`config.mk`:
```
export PLATFORM = sky130hd
export DESIGN_NAME = result_bcd_converter
export DESIGN_NICKNAME = d
export VERILOG_FILES = /design/src/rtl/result_bcd_converter.sv
export SDC_FILE = /design/constraint.sdc
export NUM_CORES = 1
export LEC_CHECK = 0
export ABC_AREA = 1
export CAP_MARGIN = 15
export CORE_MARGIN = 2
export CORE_UTILIZATION = 55
export CTS_CLUSTER_SIZE = 16
export DETAILED_ROUTE_END_ITERATION = 7
export PLACE_DENSITY_LB_ADDON = 0.15
export SLEW_MARGIN = 20
export SYNTH_ARGS = -nofsm -noshare
export SYNTH_HDL_FRONTEND = slang
export SYNTH_SLANG_ARGS = --single-unit
export TNS_END_PERCENT = 30
```
`constraint.sdc`:
```
create_clock -name clk -period 1.85 [get_ports clk]
set_input_delay 0.2775 -clock clk [delete_from_list [all_inputs] [get_ports clk]]
set_output_delay 0.2775 -clock clk [all_outputs]
set_load 0.01 [all_outputs]
```
`src/rtl/result_bcd_converter.sv`:
```
// Sequential binary-to-BCD converter using shift-and-add-3, one input bit per clock.
// A conversion starts on start, or in AUTO mode whenever bin_in differs from the last captured value.
`timescale 1ns/1ps
module result_bcd_converter #(
  parameter int WIDTH  = 8,
  parameter int DIGITS = 3,
  parameter int AUTO   = 1
) (
  input  logic                  clk,
  input  logic                  resetn,
  input  logic                  start,
  input  logic [WIDTH-1:0]      bin_in,
  output logic                  busy,
  output logic                  done,
  output logic [4*DIGITS-1:0]   bcd_out
);

  localparam int BW = 4 * DIGITS;
  localparam int CW = $clog2(WIDTH + 1);

  typedef enum logic [1:0] {S_IDLE, S_SHIFT, S_DONE} state_t;

  state_t                state_q, state_d;
  logic [WIDTH-1:0]      shift_q, shift_d;
  logic [WIDTH-1:0]      last_bin_q, last_bin_d;
  logic [BW-1:0]         scratch_q, scratch_d;
  logic [BW-1:0]         bcd_q, bcd_d;
  logic [CW-1:0]         cnt_q, cnt_d;

  logic                  trigger;
  logic                  last_cnt;
  logic [BW-1:0]         corr;
  logic [BW+WIDTH-1:0]   cat;

  // Per-digit correction: digits >= 5 get +3 so the following doubling carries into the next digit.
  function automatic logic [BW-1:0] add3(input logic [BW-1:0] s);
    logic [BW-1:0] r;
    r = s;
    for (int i = 0; i < DIGITS; i++) begin
      if (s[4*i +: 4] >= 4'd5) r[4*i +: 4] = s[4*i +: 4] + 4'd3;
    end
    return r;
  endfunction

  assign trigger  = start | ((AUTO != 0) && (bin_in != last_bin_q));
  assign last_cnt = (cnt_q == CW'(1));
  assign corr     = add3(scratch_q);
  assign cat      = {corr, shift_q} << 1;

  always_ff @(posedge clk) begin
    if (!resetn) begin
      state_q    <= S_IDLE;
      shift_q    <= '0;
      last_bin_q <= '0;
      scratch_q  <= '0;
      bcd_q      <= '0;
      cnt_q      <= '0;
    end else begin
      state_q    <= state_d;
      shift_q    <= shift_d;
      last_bin_q <= last_bin_d;
      scratch_q  <= scratch_d;
      bcd_q      <= bcd_d;
      cnt_q      <= cnt_d;
    end
  end

  always_comb begin
    state_d    = state_q;
    shift_d    = shift_q;
    last_bin_d = last_bin_q;
    scratch_d  = scratch_q;
    bcd_d      = bcd_q;
    cnt_d      = cnt_q;
    case (state_q)
      S_IDLE: begin
        if (trigger) begin
          shift_d    = bin_in;
          last_bin_d = bin_in;
          scratch_d  = '0;
          cnt_d      = CW'(WIDTH);
          state_d    = S_SHIFT;
        end
      end
      S_SHIFT: begin
        scratch_d = cat[BW+WIDTH-1:WIDTH];
        shift_d   = cat[WIDTH-1:0];
        cnt_d     = cnt_q - CW'(1);
        if (last_cnt) begin
          bcd_d   = cat[BW+WIDTH-1:WIDTH];
          state_d = S_DONE;
        end
      end
      S_DONE:  state_d = S_IDLE;
      default: state_d = S_IDLE;
    endcase
  end

  always_comb begin
    busy    = (state_q != S_IDLE);
    done    = (state_q == S_DONE);
    bcd_out = bcd_q;
  end

endmodule

```
Yosys cells after proc, flatten, opt, wreduce, memory -nomap -nowiden
Index checks and enable logic that the tools add are counted.

Word-level logic and storage cells: 39. Flip-flop bits (word level): 46. Output and inout bits: 14.

Reductions and logical operators: 7. $lt $le $gt $ge: 3. Multiplexer cells: 12. $add $sub $neg: 4. Equal/unequal tests: 6. Bitwise gates (word level): 1.

Operators with widths (count): one-hot mux 12 bit (2 select lines) (1); one-hot mux 8 bit (2 select lines) (1); >= comparator 4 x 3 -> 1 bit, second input constant (3); 2-to-1 mux 12 bit (1); 2-to-1 mux 4 bit (3); adder 4 x 2 -> 4 bit, second input constant (2); 2-to-1 mux 8 bit (1); != test 8 bit (1); one-hot mux 4 bit (2 select lines) (1); AND reduction 2 bit (4); equality test 4 x 1 -> 1 bit, second input constant (1); 2-to-1 mux 2 bit (2); != test 2 bit, second input constant (2); one-hot mux 2 bit (2 select lines) (1); nonzero test 2 bit (2); subtractor 4 x 1 -> 4 bit, second input constant (1); adder 3 x 2 -> 3 bit, second input constant (1); 2-to-1 mux 3 bit (1); equality test 2 x 1 -> 1 bit, second input constant (1); equality test 2 bit, second input constant (1); zero test 2 bit (1); bitwise OR 1 bit (1).

Longest topological paths before layout
Word-level depth: 4. Mapped depth: 11. Mapped depth without buffers: 11.

Worst setup path after synthesis
No wires, ideal clock.

Kind: register to register. Start: register cnt_q[0]. End: register bcd_q[8], in the netlist bcd_out[8]. Buffers on the path: 0. Setup slack: 0.482 ns. Library setup time: 0.116 ns. Stages on the path, launching flop included: 7. Data arrival time: 1.252 ns. Cells stage by stage: dfxtp_1 -> ha_1 -> nand3_1 -> nor2_2 -> clkinv_1 -> o21ai_0 -> inv_1.

Cells in the longest elaborated chain, start to end: 2.

RTL lines: from (decl) (RTL line 28) `logic [CW-1:0] cnt_q, cnt_d;`; from (signal assigned) (RTL line 64) `cnt_q <= cnt_d;`; equality test 4 x 1 -> 1 bit (RTL line 46) `assign last_cnt = (cnt_q == CW'(1));`; AND reduction 2 bit (no source line); to (signal assigned) (RTL line 56) `bcd_q <= '0;`; to (signal assigned) (RTL line 63) `bcd_q <= bcd_d;`; to (decl) (RTL line 27) `logic [BW-1:0] bcd_q, bcd_d;`.

No other way between the ends. A chain may end at the register's enable or synchronous reset.

Final worst setup path
Ends and elaborated chain as after synthesis.

==> reports/qor.txt <==
core area -> 0.00397 mm2
Ys Warns -> 0
syn_nets -> 326
register area -> 921 um2
CTS tree -> done
H-tree depth -> 2
Crit Path Max Fanout -> 9
Tcrit/Tclk final -> 86.6%
share of layout cells above drive strength 1 -> 13.0%
Post-Layout Cell Count -> 389
P per Cell Area -> 794 mW/mm2
Pwr Total -> 2120 uW
leakage -> 0.00118 uW
CTS root buf -> clkbuf_8
routed via count -> 1993
Layout Nets -> 357
relative slew slack -> 79.1%
Post-CTS Hold Buffers -> 0
vias in the first global route -> 1753
flops & latches, synth -> 46
die height -> 67.9 um
initial DRC count -> 52
Num CTS Buffers -> 5
first-pass GRT wire length -> 7660 um
total inserted antenna cells -> 0
Via density -> 5.12
Period minus WS final -> 1.60 ns
Max Cap Viol -> 0
Filler Cells Inserted -> 352
Resized cells post-CTS -> 0
Initial Util -> 56.6%
Layout Utilization -> 67.3%
area of the multi-input gates -> 0.00109 mm2
DRC -> 0
clk_lat worst skew -> 0.30 ns
drt first pass iters -> 4
worst ir drop on vdd -> 0.499 mV
die width -> 67.9 um
post-detail-place hpwl -> 3450 um
final global-route overflow total -> 0
initial antenna violation count -> 0
sequential element share of the synthesized area -> 41.0%
WS Path Type -> register to register
FP Rows -> 23
CP Capture Type -> register
Fmax -> 624 MHz
dpl cells -> 381
skew final -> 0.00552 ns
CP arrival -> 1.80 ns
largest net degree at the start of global routing -> 26
Yosys cell types -> 31
syn_area_per_cell -> 7.32 um2
crit start category -> register
outcome -> finished, final reports clean
Post-Syn Area -> 0.00225 mm2
overall routing resource usage -> 22.2%
Hold Path Class -> register to register
clock sinks -> 46
Buffers on Ports -> 24
Post-Route WL -> 4740 um
Clock transition at path regs -> 0.08 ns
I/O pin total -> 25
CP required -> 2.05 ns
RSZ-0062 raised after global routing -> no
worst setup margin -> 0.248 ns
setup TNS -> 0 ns
commonest non-fill, non-tap cell in the layout -> nand2_1
final-report hold violation count -> 0
die area -> 0.00461 mm2
final count of negative-setup-slack endpoints -> 0
dpl ws -> 0.0706 ns
most frequent cells in the layout -> nand2_1, dfxtp_1, inv_1, nor2_1, a21oi_1
gpl congestion -> 0.824
Slew @ Worst Pin -> 0.312 ns
Area growth, synth to finish -> 18.9%
Clock Tree Buf Depth -> 2
Final ANT Viol Nets -> 0
Post-Syn Instances -> 307
mean routed wirelength per cell -> 12.2 um
# Post-CTS Setup Buffers -> 0
Pins Over Slew Limit -> 0
critical path, cell delays in order, from the launching register on:
cell	delay, ns
dfxtp_1	0.42
ha_1	0.17
nand3_1	0.16
nor2_2	0.15
clkinv_1	0.29
o21ai_0	0.25
inv_1	0.06
final cells by class:
cell class,instances,area share [%]
multi-input cells,206,40.9
flip-flops and latches,46,34.5
repair buffers,36,12.8
inverters,43,6.04
clock buffers,7,3.23
well taps,50,2.34
clock inverters,1,0.187
through the flow:
| stage | cell area, um2 | hold slack (ns) |
|---|---|---|
| 2_1_floorplan | 2250 | 0.441 |
| 3_3_place_gp | 2580 | 0.457 |
| 3_5_place_dp | 2580 | 0.463 |
| 4_1_cts | 2670 | 0.475 |
| 5_1_grt | 2670 | 0.489 |
| 6_report | 2670 | 0.473 |
power by group:
part	internal [uW]	switching (uW)
combinational	175	225
sequential	1060	39.1
clock	301	324
kinds of logic after synthesis:
| family | Yosys count | synth area share (%) |
|---|---|---|
| adder cells (fa/ha/maj) | 8 | 4.45 |
| AO/OA/AOI/OAI | 65 | 17.1 |
| buffers and inverters | 55 | 10.4 |
| flip-flops | 46 | 41.0 |
| AND/OR/NAND/NOR | 129 | 25.5 |
| XOR/XNOR | 4 | 1.56 |
final timing paths:
kind | startpoint | endpoint | slack [ns] | cells after the start
max reg2reg | cnt_q[0] | bcd_out[8] | 0.25 | 6
min | scratch_q[11] | scratch_q[11] | 0.47 | 2
min reg2reg | scratch_q[11] | scratch_q[11] | 0.47 | 2
max | cnt_q[0] | bcd_out[8] | 0.25 | 6
sequential cells by signal, indices dropped and copies added, names as in the netlist:
register,flops
shift_q,8
bcd_out,12
state_q,2
scratch_q,12
last_bin_q,8
cnt_q,4
metal layers:
metal | GRT usage [%] | share of wire (%) | vias up
li1 | - | - | 1037
met5 | 0 | 0 | -
met3 | 5.43 | 4.2 | 7
met4 | 9.50 | 2.1 | 0
met2 | 37.3 | 47 | 39
met1 | 26.9 | 47 | 910
cell usage after synthesis (all sizes together):
library cell / n / area share (%)
nor2: 40 / 7.0
dfxtp: 46 / 41
inv: 42 / 7.0
nand4: 1 / 0.28
clkinv: 1 / 0.17
nand3b: 1 / 0.33
o31ai: 1 / 0.33
nor3: 1 / 0.22
o22ai: 3 / 1.7
ha: 8 / 4.5
nand2: 52 / 9.4
clkbuf: 3 / 0.50
o21ai: 28 / 7.1
or2: 9 / 2.5
a21oi: 29 / 6.8
buf: 9 / 2.7
o21a: 1 / 0.33
xor2: 4 / 1.6
nand3: 25 / 5.8
o211ai: 2 / 0.67
a31oi: 1 / 0.28
Power figures use the tool's default switching activity.
